$ cat config.mk
export PLATFORM = sky130hd
export DESIGN_NAME = axi_dma_mm2s_ar_gen
export DESIGN_NICKNAME = d
export VERILOG_FILES = /design/src/rtl/axi_dma_mm2s_ar_gen.sv
export SDC_FILE = /design/constraint.sdc
export NUM_CORES = 1
export LEC_CHECK = 0
export BUFFER_PORTS_ARGS = -buffer_cell sky130_fd_sc_hd__buf_4
export CORE_ASPECT_RATIO = 1.5
export CORE_MARGIN = 4
export CORE_UTILIZATION = 48
export DETAILED_ROUTE_END_ITERATION = 10
export PLACE_DENSITY = 0.78
export SYNTH_ARGS = -nofsm -noshare
export SYNTH_HDL_FRONTEND = slang
export SYNTH_SLANG_ARGS = --single-unit
export TNS_END_PERCENT = 20
$ cat constraint.sdc
create_clock -name clk -period 9.8 [get_ports clk]
set_input_delay 0 -clock clk [delete_from_list [all_inputs] [get_ports clk]]
set_output_delay 0 -clock clk [all_outputs]
set_load 0.01 [all_outputs]
$ cat src/rtl/axi_dma_mm2s_ar_gen.sv
// axi_dma_mm2s_ar_gen: splits MM2S commands into AXI4 read bursts (4KB- and length-limited)
// and emits a per-burst info word for the R-channel unpacker on a 32-bit data bus.
module axi_dma_mm2s_ar_gen #(
    parameter int  MAX_BURST_LEN = 16,
    parameter real SIM_DELAY     = 1
) (
    input  logic        clk,
    input  logic        resetn,
    input  logic [55:0] s_cmd_axis_data,
    input  logic        s_cmd_axis_user,
    input  logic        s_cmd_axis_last,
    input  logic        s_cmd_axis_valid,
    output logic        s_cmd_axis_ready,
    output logic [31:0] m_axi_araddr,
    output logic [7:0]  m_axi_arlen,
    output logic [2:0]  m_axi_arsize,
    output logic [1:0]  m_axi_arburst,
    output logic [3:0]  m_axi_arcache,
    output logic [2:0]  m_axi_arprot,
    output logic        m_axi_arvalid,
    input  logic        m_axi_arready,
    output logic [5:0]  m_info_axis_data,
    output logic        m_info_axis_valid,
    input  logic        m_info_axis_ready
);
    typedef enum logic [2:0] {S_IDLE = 3'b001, S_CALC = 3'b010, S_ISSUE = 3'b100} state_t;

    localparam logic [10:0] L_CAP_INCR  = 11'(MAX_BURST_LEN);
    localparam logic [10:0] L_CAP_FIXED = (MAX_BURST_LEN > 16) ? 11'd16 : 11'(MAX_BURST_LEN);

    // Elaboration-time sanity hooks; no hardware is generated by either.
    if (MAX_BURST_LEN < 1 || MAX_BURST_LEN > 256) begin : g_bad_burst_len
    end
    if (SIM_DELAY < 0.0) begin : g_bad_sim_delay
    end

    state_t      r_state;
    logic [31:0] r_addr;
    logic [23:0] r_bytes;
    logic [1:0]  r_head;
    logic [1:0]  r_tail;
    logic        r_fixed;
    logic        r_last;
    logic [22:0] r_beats_left;
    logic        r_arvalid;
    logic [31:0] r_araddr;
    logic [7:0]  r_arlen;
    logic        r_info_valid;
    logic [5:0]  r_info_data;

    logic        w_calc;
    logic        w_issue;
    logic [22:0] w_total;
    logic [22:0] w_rem;
    logic [10:0] w_4k;
    logic [10:0] w_cap;
    logic [10:0] w_lim;
    logic [10:0] w_beats;
    logic [22:0] w_rem_next;
    logic        w_last_burst;
    logic        w_both_done;
    logic        w_load;

    assign w_calc       = r_state == S_CALC;
    assign w_issue      = r_state == S_ISSUE;
    assign w_total      = 23'(({23'd0, r_head} + {1'b0, r_bytes} + 25'd3) >> 2);
    assign w_rem        = w_calc ? w_total : r_beats_left;
    // Fixed bursts never cross memory, so only incrementing bursts honour the 4KB limit.
    assign w_4k         = 11'd1024 - {1'b0, r_addr[11:2]};
    assign w_cap        = r_fixed ? L_CAP_FIXED : L_CAP_INCR;
    assign w_lim        = (!r_fixed && w_4k < w_cap) ? w_4k : w_cap;
    assign w_beats      = (w_rem < {12'd0, w_lim}) ? w_rem[10:0] : w_lim;
    assign w_rem_next   = w_rem - {12'd0, w_beats};
    assign w_last_burst = w_rem_next == 23'd0;
    assign w_both_done  = (!r_arvalid || m_axi_arready) && (!r_info_valid || m_info_axis_ready);
    assign w_load       = (w_calc && r_bytes != 24'd0) || (w_issue && w_both_done && r_beats_left != 23'd0);

    always_ff @(posedge clk or negedge resetn) begin
        if (!resetn) begin
            r_state      <= S_IDLE;
            r_addr       <= '0;
            r_bytes      <= '0;
            r_head       <= '0;
            r_tail       <= '0;
            r_fixed      <= 1'b0;
            r_last       <= 1'b0;
            r_beats_left <= '0;
            r_arvalid    <= 1'b0;
            r_araddr     <= '0;
            r_arlen      <= '0;
            r_info_valid <= 1'b0;
            r_info_data  <= '0;
        end else begin
            if (r_arvalid && m_axi_arready) r_arvalid <= 1'b0;
            if (r_info_valid && m_info_axis_ready) r_info_valid <= 1'b0;
            unique case (r_state)
                S_IDLE: if (s_cmd_axis_valid) begin
                    r_addr  <= {s_cmd_axis_data[31:2], 2'b00};
                    r_bytes <= s_cmd_axis_data[55:32];
                    r_head  <= s_cmd_axis_data[1:0];
                    r_tail  <= s_cmd_axis_data[1:0] + s_cmd_axis_data[33:32] - 2'd1;
                    r_fixed <= s_cmd_axis_user;
                    r_last  <= s_cmd_axis_last;
                    r_state <= S_CALC;
                end
                S_CALC:  r_state <= (r_bytes == 24'd0) ? S_IDLE : S_ISSUE;
                S_ISSUE: if (w_both_done && r_beats_left == 23'd0) r_state <= S_IDLE;
                default: r_state <= S_IDLE;
            endcase
            if (w_load) begin
                r_arvalid    <= 1'b1;
                r_info_valid <= 1'b1;
                r_araddr     <= r_addr;
                r_arlen      <= 8'(w_beats - 11'd1);
                r_addr       <= r_fixed ? r_addr : r_addr + {19'd0, w_beats, 2'b00};
                r_beats_left <= w_rem_next;
                r_info_data  <= {w_last_burst, w_last_burst & r_last,
                                 w_calc ? r_head : 2'b00, w_last_burst ? r_tail : 2'b11};
            end
        end
    end

    assign s_cmd_axis_ready  = r_state == S_IDLE;
    assign m_axi_araddr      = r_araddr;
    assign m_axi_arlen       = r_arlen;
    assign m_axi_arsize      = 3'b010;
    assign m_axi_arburst     = r_fixed ? 2'b00 : 2'b01;
    assign m_axi_arcache     = 4'b0011;
    assign m_axi_arprot      = 3'b000;
    assign m_axi_arvalid     = r_arvalid;
    assign m_info_axis_data  = r_info_data;
    assign m_info_axis_valid = r_info_valid;
endmodule

==> results.cfg, run 1 <==
[routing]
drtIter0Drc = 590
vias = 9311
wl_per_cell_um = 19.2
final_antenna_net_count = 0
wl_um = 30200
first_pass_iters = 5
drc = 0
avgViaCountPerCell = 5.92

[synthesis]
synth_edf_count = 0
yosys_warnings = 0
synth_top_area_cell = dfrtp_1
synth.avg_cell_area_um2 = 7.93
synth.most_common_cell = nand2_1
synthTopCellsByArea = dfrtp_1 35%, nand2_1 11%, ha_1 3.9%
netlist_top_cells_count = 283 x nand2_1, 131 x dfrtp_1, 70 x o21ai_0
ys_ff_latch = 132
yosysSeqAreaShare_pct = 35.6
synth_area_um2 = 9280
netlist.area_leader.share_pct = 35.3
postSynth.asyncResetShare_pct = 100
synthCells = 1170
ys.flop_type = dfrtp_1
ys_types = 86

[sta]
hold_viol = 0
fin_crit_ns = 8.30
rsz0062_at_grt = no
finalSetupViolations = 0
max_freq_mhz = 120
min_period_over_period_pct = 84.7
fin_worst_skew_ns = 0.0144
fin_setup_tns_ns = 0
tightest_slew_ns = 1.00
maxSlewViolCount = 0
slew_headroom_pct = 33.1

[worst_setup_path]
arrival_ns = 8.62
reg2reg_from = r_addr[2]
critical_path.max_stage_delay_ns = 0.73
setup.worst_path.start = r_addr[2]
slowest_stage = nor2_1
start_kind = flip-flop
end_kind = flip-flop
cpMostUsedCell = ha_1
required_ns = 10.12
cp_max_fo = 15
setup.worst_path.class = reg2reg

[outcome]
outcome = completed

[finish]
diodes = 0
layout.nets = 1399
drive_gt1_share_pct = 14.3
syn_to_final_growth_pct = 23.2

[clock_network]
cts_buffer_depth = 2
htreeDepth = 4
clk_latency_ns = 0.44
cts_sinks = 132
cts_tree = yes
cts_buffers = 17
clk_transition_reported_paths_ns = 0.07
cts.root.buffer_cell = clkbuf_16

[die]
start_util_pct = 48.6
die_w_um = 122
die-area_um2 = 21700
dieHeight_um = 178
rows = 62
core_area_um2 = 19100
ios = 124

[flow_run]
cap_viol_max_count = 0

[place]
dpl.hpwl_um = 21200
routabilityCongestion = 0.974
portBuffers = 110

[power_and_ir_drop]
vdd_ir_drop_max_mv = 0.187
power.total_w = 0.00362
power.leakage_nw = 5.07
pwr_density_cell_nw_per_um2 = 317

[global_route]
grt_overflow = 0
grt_pass1_wl_um = 47600
grt_pass1_vias = 9044
grt_max_degree = 101
grtUsageTotal_pct = 28.0
antenna_found_initial = 0

[min_path]
hp-class = in2reg
hold_start = s_cmd_axis_data[8]
## power breakdown
group | switching (W) | internal (W)
clock | 0.000261 | 0.000422
combinational | 0.00114 | 0.000713
sequential | 0.000302 | 0.000781
total | 0.00170 | 0.00192
## state kept, by name, summed over array words and instances, names as in the netlist
register	cells
m_axi_araddr	30
m_axi_arlen	8
m_axi_arvalid	1
m_info_axis_data	6
m_info_axis_valid	1
r_addr	30
r_beats_left	23
r_bytes	24
r_fixed	1
r_head	2
r_last	1
r_state	3
r_tail	2
## per-layer routing
layer | up-vias | track usage, % | wire length, µm
met4 | 0 | 16.1 | 1650
met2 | 301 | 49.7 | 15700
met1 | 4477 | 31.8 | 11500
met5 | - | 0 | 0
met3 | 94 | 4.09 | 1290
li1 | 4439 | - | -
## cells by family (layout without fill, tap and decap cells)
kind of cell    after synthesis  after routing  synth area share, %
simple gates                573            573                 29.8
compound gates              259            259                 18.9
flops                       132            132                 35.6
buf+inv                     111            242                 5.30
xor+xnor                     48             48                 4.53
fa+ha+maj                    33             33                 4.45
mux                          12             12                 1.36
other cells                   2             19               0.0810
## worst max-delay path, delay by kind of cell, from the launching register on
| family | cells | cell delay [ns] |
|---|---|---|
| flops | 1 | 0.48 |
| buf+inv | 3 | 0.48 |
| simple gates | 11 | 3.89 |
| compound gates | 11 | 2.25 |
| fa+ha+maj | 3 | 1.04 |
## metrics by stage
stage          setup WS [ns]  instance area (µm²)  hold WS, ns  utilization (%)  cells
2_1_floorplan           3.04                 9340       -0.296                -   1187
3_3_place_gp            1.90                10200       0.0339             53.5   1483
3_5_place_dp            1.62                10200       0.0413             53.5   1483
4_1_cts                 1.59                11400       0.0394             59.9   1574
5_1_grt                0.853                11400       0.0765             59.9   1574
6_report                1.50                11400       0.0461             59.9   1574
## cells in the final DEF, fill, tap and decap left out, types with 5 or more instances in the layout
master	count
inv_1	30
or3_1	17
o21ai_0	70
a31oi_1	24
o21ai_1	11
dlygate4sd3_1	60
and2_1	10
and3_1	17
nor4_1	22
nor2_1	53
a21o_1	9
xor2_1	15
mux2i_1	7
o211ai_1	15
o31ai_1	6
or4_1	15
ha_1	29
nand4_1	13
nand2b_1	13
nand4b_1	5
clkbuf_16	17
o21a_1	5
buf_4	118
and4_1	6
nor3b_1	7
dfrtp_1	131
mux2_2	5
a211oi_1	11
a21oi_1	38
nor3_1	20
nand2_1	283
conb_1	19
xnor2_1	33
nand3_1	63
## final timing paths
kind                                       endpoint  slack, ns  depth (start not counted)
min in group asynchronous           m_axi_araddr[6]       0.13                          2
worst max register to register  m_info_axis_data[0]       1.50                         28
max in group asynchronous                r_addr[14]       8.27                          3
worst min register to register      m_axi_araddr[5]       0.47                          2
worst max-delay path            m_info_axis_data[0]       1.50                         28
worst min-delay path                      r_addr[8]       0.05                          4
## cell type report
class / count / area (µm²)
Clock buffer: 21 / 470
Timing Repair Buffer: 179 / 1500
Fill cell: 1695 / 7650
Sequential cell: 132 / 3300
Clock inverter: 10 / 148
Inverter: 32 / 120
Multi-Input combinational cell: 944 / 5570
Tap cell: 256 / 320
## timing repair
item | 4_1_cts | 5_1_grt
hold buffers | 60 | 0
gates resized for setup | 0 | 0
buffers inserted | 0 | 0
hold endpoints to repair | 121 | 0
Power figures use the tool's default switching activity.
==> run 2: changes to the inputs <==
Settings changed: ABC_AREA set to 1.
Clock period 9.8 ns to 8.65 ns, I/O delays scaled along.
==> run 2 against run 1 <==
Against the previous run: critical path type unchanged; sequential power up 6%; die area up 3.0%; largest cell class unchanged; first-iteration DRC count up 8.6%; critical path depth up 9; fmax up 42%.
==> results.cfg, run 2 <==
[synthesis]
synth_top_area_cell = dfrtp_1
ys_ff_latch = 132
netlist.area_leader.share_pct = 34.3
ys.flop_type = dfrtp_1
ys_types = 50
netlist_top_cells_count = 445 x nand2_1, 183 x inv_1, 146 x nor2_1
synth.most_common_cell = nand2_1
synth_edf_count = 0
synthCells = 1437
postSynth.asyncResetShare_pct = 100
synthTopCellsByArea = dfrtp_1 34%, nand2_1 17%, inv_1 7.2%
synth.avg_cell_area_um2 = 6.66
synth_area_um2 = 9570
yosysSeqAreaShare_pct = 34.5
yosys_warnings = 0

[routing]
drc = 0
avgViaCountPerCell = 5.25
wl_per_cell_um = 16.1
drtIter0Drc = 641
vias = 9818
final_antenna_net_count = 0
first_pass_iters = 5
wl_um = 30000

[power_and_ir_drop]
pwr_density_cell_nw_per_um2 = 357
clockPowerShare_pct = 16.8
p_switching_w = 0.00210
vdd_ir_drop_max_mv = 0.195
swShare_pct = 50.0
combPwrFrac_pct = 56.0
p_seq_share_pct = 27.2
internal_power_w = 0.00210
power.leakage_nw = 5.97

[worst_setup_path]
start_kind = flip-flop
cpMostUsedCell = nand2_1
setup.worst_path.class = reg2reg
cp_max_fo = 28
slowest_stage = o21ai_0
critical_path.max_stage_delay_ns = 0.52
r2r_setup_slack_ns = 2.81
regToRegEndpoint = m_info_axis_data[1]
reg2reg_from = r_head[1]
required_ns = 8.98
reg2reg_depth = 37
end_kind = flip-flop
arrival_ns = 6.17

[clock_network]
cts_sinks = 132
htreeDepth = 4
cts_hold_buf = 61
cts_buffers = 17
post_cts_buffers = 0
cts_buffer_depth = 2
cts.root.buffer_cell = clkbuf_16
post_cts_resized = 0
cts_tree = yes
clk_latency_ns = 0.44
clk_transition_reported_paths_ns = 0.06

[sta]
max_freq_mhz = 171
finalSetupViolations = 0
hold_viol = 0
rsz0062_at_grt = no
tightest_slew_ns = 0.893
maxSlewViolCount = 0
fin_setup_tns_ns = 0
fin_crit_ns = 5.84
min_period_over_period_pct = 67.5
slew_headroom_pct = 40.4
fin_worst_skew_ns = 0.0100

[global_route]
grt_overflow = 0
grt_max_degree = 89
grtUsageTotal_pct = 27.7
antenna_found_initial = 0
grt_pass1_wl_um = 48300
grt_pass1_vias = 9856

[min_path]
whs_endpoint = r_last
hold_start = s_cmd_axis_valid
hold_depth = 4
hp-class = in2reg

[place]
place_inst = 1777
routabilityCongestion = 1.00
portBuffers = 110
dpl_cell_area_um2 = 10600
dpl.hpwl_um = 22800

[die]
ios = 124
die_w_um = 123
die-area_um2 = 22300
core_area_um2 = 19700
start_util_pct = 48.5
rows = 63
dieHeight_um = 181

[finish]
drive_gt1_share_pct = 14.6
final_common_cell = nand2_1
fin_cells = 1870
diodes = 0
stdcell_area_um2 = 11700
layout.nets = 1690
syn_to_final_growth_pct = 22.8
final_cell_mix = 444 x nand2_1, 182 x inv_1, 145 x nor2_1, 131 x dfrtp_1, 114 x buf_4

[outcome]
outcome = completed

[flow_run]
cap_viol_max_count = 0
==> run 2: cell types whose count changed after synthesis, sizes merged, moves of 15 or more <==
cell,delta
o21ai,+45
nand2,+189
nand3,+39
or4,-17
nor2,+110
inv,+157
nand4,+20
or3,-17
xnor2,-30
and3,-16
buf,-15
==> run 2: cells by family after synthesis <==
family | Yosys count | share of synthesized area, %
mux | 1 | 0.105
buf+inv | 242 | 10.2
flops | 132 | 34.5
compound gates | 195 | 11.2
simple gates | 818 | 38.3
xor+xnor | 17 | 1.56
fa+ha+maj | 30 | 4.00
other cells | 2 | 0.0785
==> run 2: critical path: cells and delay by family, from the launching register on <==
family | cells | cell delay (ns)
DFF | 1 | 0.36
and+or+nand+nor | 22 | 2.44
buffers and inverters | 6 | 0.41
adders and majority gates | 5 | 1.16
AOI/OAI and AO/OA | 4 | 1.34
==> run 2: layout make-up <==
type | count | area (µm²)
Fill cell | 1842 | 7960
Multi-Input combinational cell | 1080 | 5350
Sequential cell | 132 | 3300
Timing Repair Buffer | 176 | 1480
Inverter | 190 | 714
Clock buffer | 20 | 467
Tap cell | 260 | 325
Clock inverter | 12 | 104
==> run 2: how the worst max path moves through the flow <==
stage | startpoint | endpoint | cells past startpoint
floorplan | r_bytes[1] | m_info_axis_data[0] | 38
global placement | r_state[2] | m_info_axis_data[1] | 33
detailed placement | r_bytes[1] | m_info_axis_data[0] | 37
CTS | r_head[1] | m_info_axis_data[1] | 37
global route | r_head[1] | m_info_axis_data[1] | 37
finish | r_head[1] | m_info_axis_data[1] | 37
==> run 2: per-layer routing <==
metal	routed length [µm]	part of all wire (%)	track usage, %	vias to the layer above
met5	0	0	0	-
met4	2020	6.7	17.4	0
met3	1170	3.9	4.29	108
met2	15400	51	49.0	310
met1	11400	38	30.0	4519
li1	-	-	-	4881
==> run 2: power groups by stage <==
stage                     logic, W  registers (W)  clock network [W]
final                      0.00235        0.00114           0.000705
after global routing       0.00263        0.00117           0.000744
after CTS                  0.00233        0.00113           0.000712
after detailed placement   0.00230        0.00114                  0
after global placement     0.00226        0.00113                  0
after floorplan            0.00160        0.00111                  0
==> run 2: per-stage QoR <==
| step | util [%] | setup WS (ns) | power (W) | hold WS, ns |
|---|---|---|---|---|
| 2_1_floorplan | - | 3.96 | 0.00271 | -0.296 |
| 3_3_place_gp | 53.6 | 3.01 | 0.00340 | 0.128 |
| 3_5_place_dp | 53.6 | 2.92 | 0.00344 | 0.141 |
| 4_1_cts | 59.6 | 2.87 | 0.00418 | 0.0462 |
| 5_1_grt | 59.6 | 2.21 | 0.00455 | 0.132 |
| 6_report | 59.6 | 2.81 | 0.00419 | 0.0609 |
==> run 3: changes to the inputs <==
Clock period 8.65 ns to 5.99 ns, I/O delays scaled along.
==> run 3 against run 2 <==
Against the previous run: count of clock-buffer cells in the layout shrank 3; register-to-register slack worse by 2.4 ns; highest routed layer unchanged; critical path type unchanged; sequential share of layout area is 0.20 points lower; die area unchanged; combinational power up 47%; clock skew is 0.00058 ns higher; first-iteration DRC count is 6.9% higher.
==> results.cfg, run 3 (synthesis gave the netlist of run 2 again) <==
[sta]
fin_setup_tns_ns = 0
max_freq_mhz = 180
maxSlewViolCount = 0
tightest_slew_ns = 0.913
finalSetupViolations = 0
hold_viol = 0
fin_crit_ns = 5.56
fin_worst_skew_ns = 0.0106
rsz0062_at_grt = no
slew_headroom_pct = 39.1
fin_ws_ns = 0.431
min_period_over_period_pct = 92.8

[finish]
final_cell_mix = 444 x nand2_1, 181 x inv_1, 142 x nor2_1, 131 x dfrtp_1, 121 x buf_4
regArea_um2 = 3300
diodes = 0
layout.nets = 1697
syn_to_final_growth_pct = 23.7
fillers = 1855
final_common_cell = nand2_1
drive_gt1_share_pct = 15.3
multi_input_area_um2 = 5370

[routing]
vias = 10064
first_pass_iters = 5
drc = 0
wl_per_cell_um = 16.6
wl_um = 31200
avgViaCountPerCell = 5.36
drtIter0Drc = 685
final_antenna_net_count = 0

[global_route]
grt_pass1_wl_um = 50100
grt_max_degree = 79
grt_pass1_vias = 10150
grt_overflow = 0
antenna_found_initial = 0
grtUsageTotal_pct = 28.8

[min_path]
whs_endpoint = r_bytes[15]
hold_start = s_cmd_axis_valid
hp-class = in2reg
hold_depth = 4

[clock_network]
clk_latency_ns = 0.44
cts_tree = yes
cts_sinks = 132
cts_buffers = 17
post_cts_buffers = 0
cts.root.buffer_cell = clkbuf_16
htreeDepth = 4
cts_buffer_depth = 2
clk_transition_reported_paths_ns = 0.07

[place]
routabilityCongestion = 1.03
pre_cts_slack_ns = 0.353
dpl.hpwl_um = 23900
portBuffers = 110

[outcome]
outcome = completed

[worst_setup_path]
cp_num_buf_inv = 7
r2r_setup_slack_ns = 0.43
setup.worst_path.start = r_bytes[1]
reg2reg_from = r_bytes[1]
start_kind = flip-flop
slowest_stage = o21ai_0
arrival_ns = 5.90
regToRegEndpoint = m_info_axis_data[1]
required_ns = 6.33
cpMostUsedCell = inv_1
setup.worst_path.class = reg2reg
reg2reg_depth = 33
cp_max_fo = 13
end_kind = flip-flop
critPathTopFamily = simple AND/OR/NAND/NOR gates
critical_path.max_stage_delay_ns = 0.44

[die]
dieHeight_um = 181
ios = 124
die_w_um = 123
start_util_pct = 48.5
core_area_um2 = 19700
die-area_um2 = 22300
rows = 63

[power_and_ir_drop]
pwr_density_cell_nw_per_um2 = 521
vdd_ir_drop_max_mv = 0.314
power.leakage_nw = 6.00

[flow_run]
cap_viol_max_count = 0
[run 3: worst register-to-register path, delay by kind of cell, from the launching register on]
kind,cells,cell delay [ns]
compound gates,2,0.67
buf+inv,7,0.50
fa+ha+maj,4,1.27
simple gates,20,2.67
flops,1,0.35
[run 3: worst max-delay path by stage]
stage | to | slack, ns | depth (start not counted)
floorplan | m_info_axis_data[0] | 1.30 | 38
global placement | m_info_axis_data[0] | 0.32 | 36
detailed placement | m_info_axis_data[1] | 0.35 | 36
CTS | m_info_axis_data[1] | 0.35 | 36
global route | m_info_axis_data[1] | 0.0008 | 34
finish | m_info_axis_data[1] | 0.43 | 33
[run 3: per-stage QoR]
| stage | instances | cell area [µm²] | utilization, % | hold WS (ns) | power [W] |
|---|---|---|---|---|---|
| floorplan | 1454 | 9630 | - | -0.296 | 0.00391 |
| global placement | 1784 | 10600 | 53.9 | 0.0809 | 0.00499 |
| detailed placement | 1784 | 10600 | 53.9 | 0.0811 | 0.00501 |
| CTS | 1877 | 11800 | 60.0 | 0.0438 | 0.00612 |
| global route | 1877 | 11800 | 60.0 | 0.108 | 0.00667 |
| finish | 1877 | 11800 | 60.0 | 0.0507 | 0.00616 |
[run 3: cell type report]
class / instances / area share [%]
Inverter: 190 / 6.04
Timing Repair Buffer: 183 / 12.9
Sequential cell: 132 / 27.9
Clock inverter: 15 / 1.39
Multi-Input combinational cell: 1080 / 45.4
Clock buffer: 17 / 3.60
Tap cell: 260 / 2.75
[run 3: report_power, final]
part	leakage, nW	internal [W]	switching [W]
clock	0.280	0.000588	0.000457
combinational	4.13	0.00115	0.00231
sequential	1.59	0.00130	0.000360
total	6.00	0.00303	0.00312
[run 3: routing by layer]
layer / share of wire [%] / global-route usage [%]
met3: 4.6 / 4.20
met2: 51 / 50.9
met4: 7.0 / 19.0
met1: 37 / 31.1
met5: 0 / 0
[run 3: repair_timing]
item	4_1_cts	5_1_grt
hold buffers	61	0
resized for setup	0	9
setup endpoints to repair	0	6
endpoints found under the hold margin	139	0
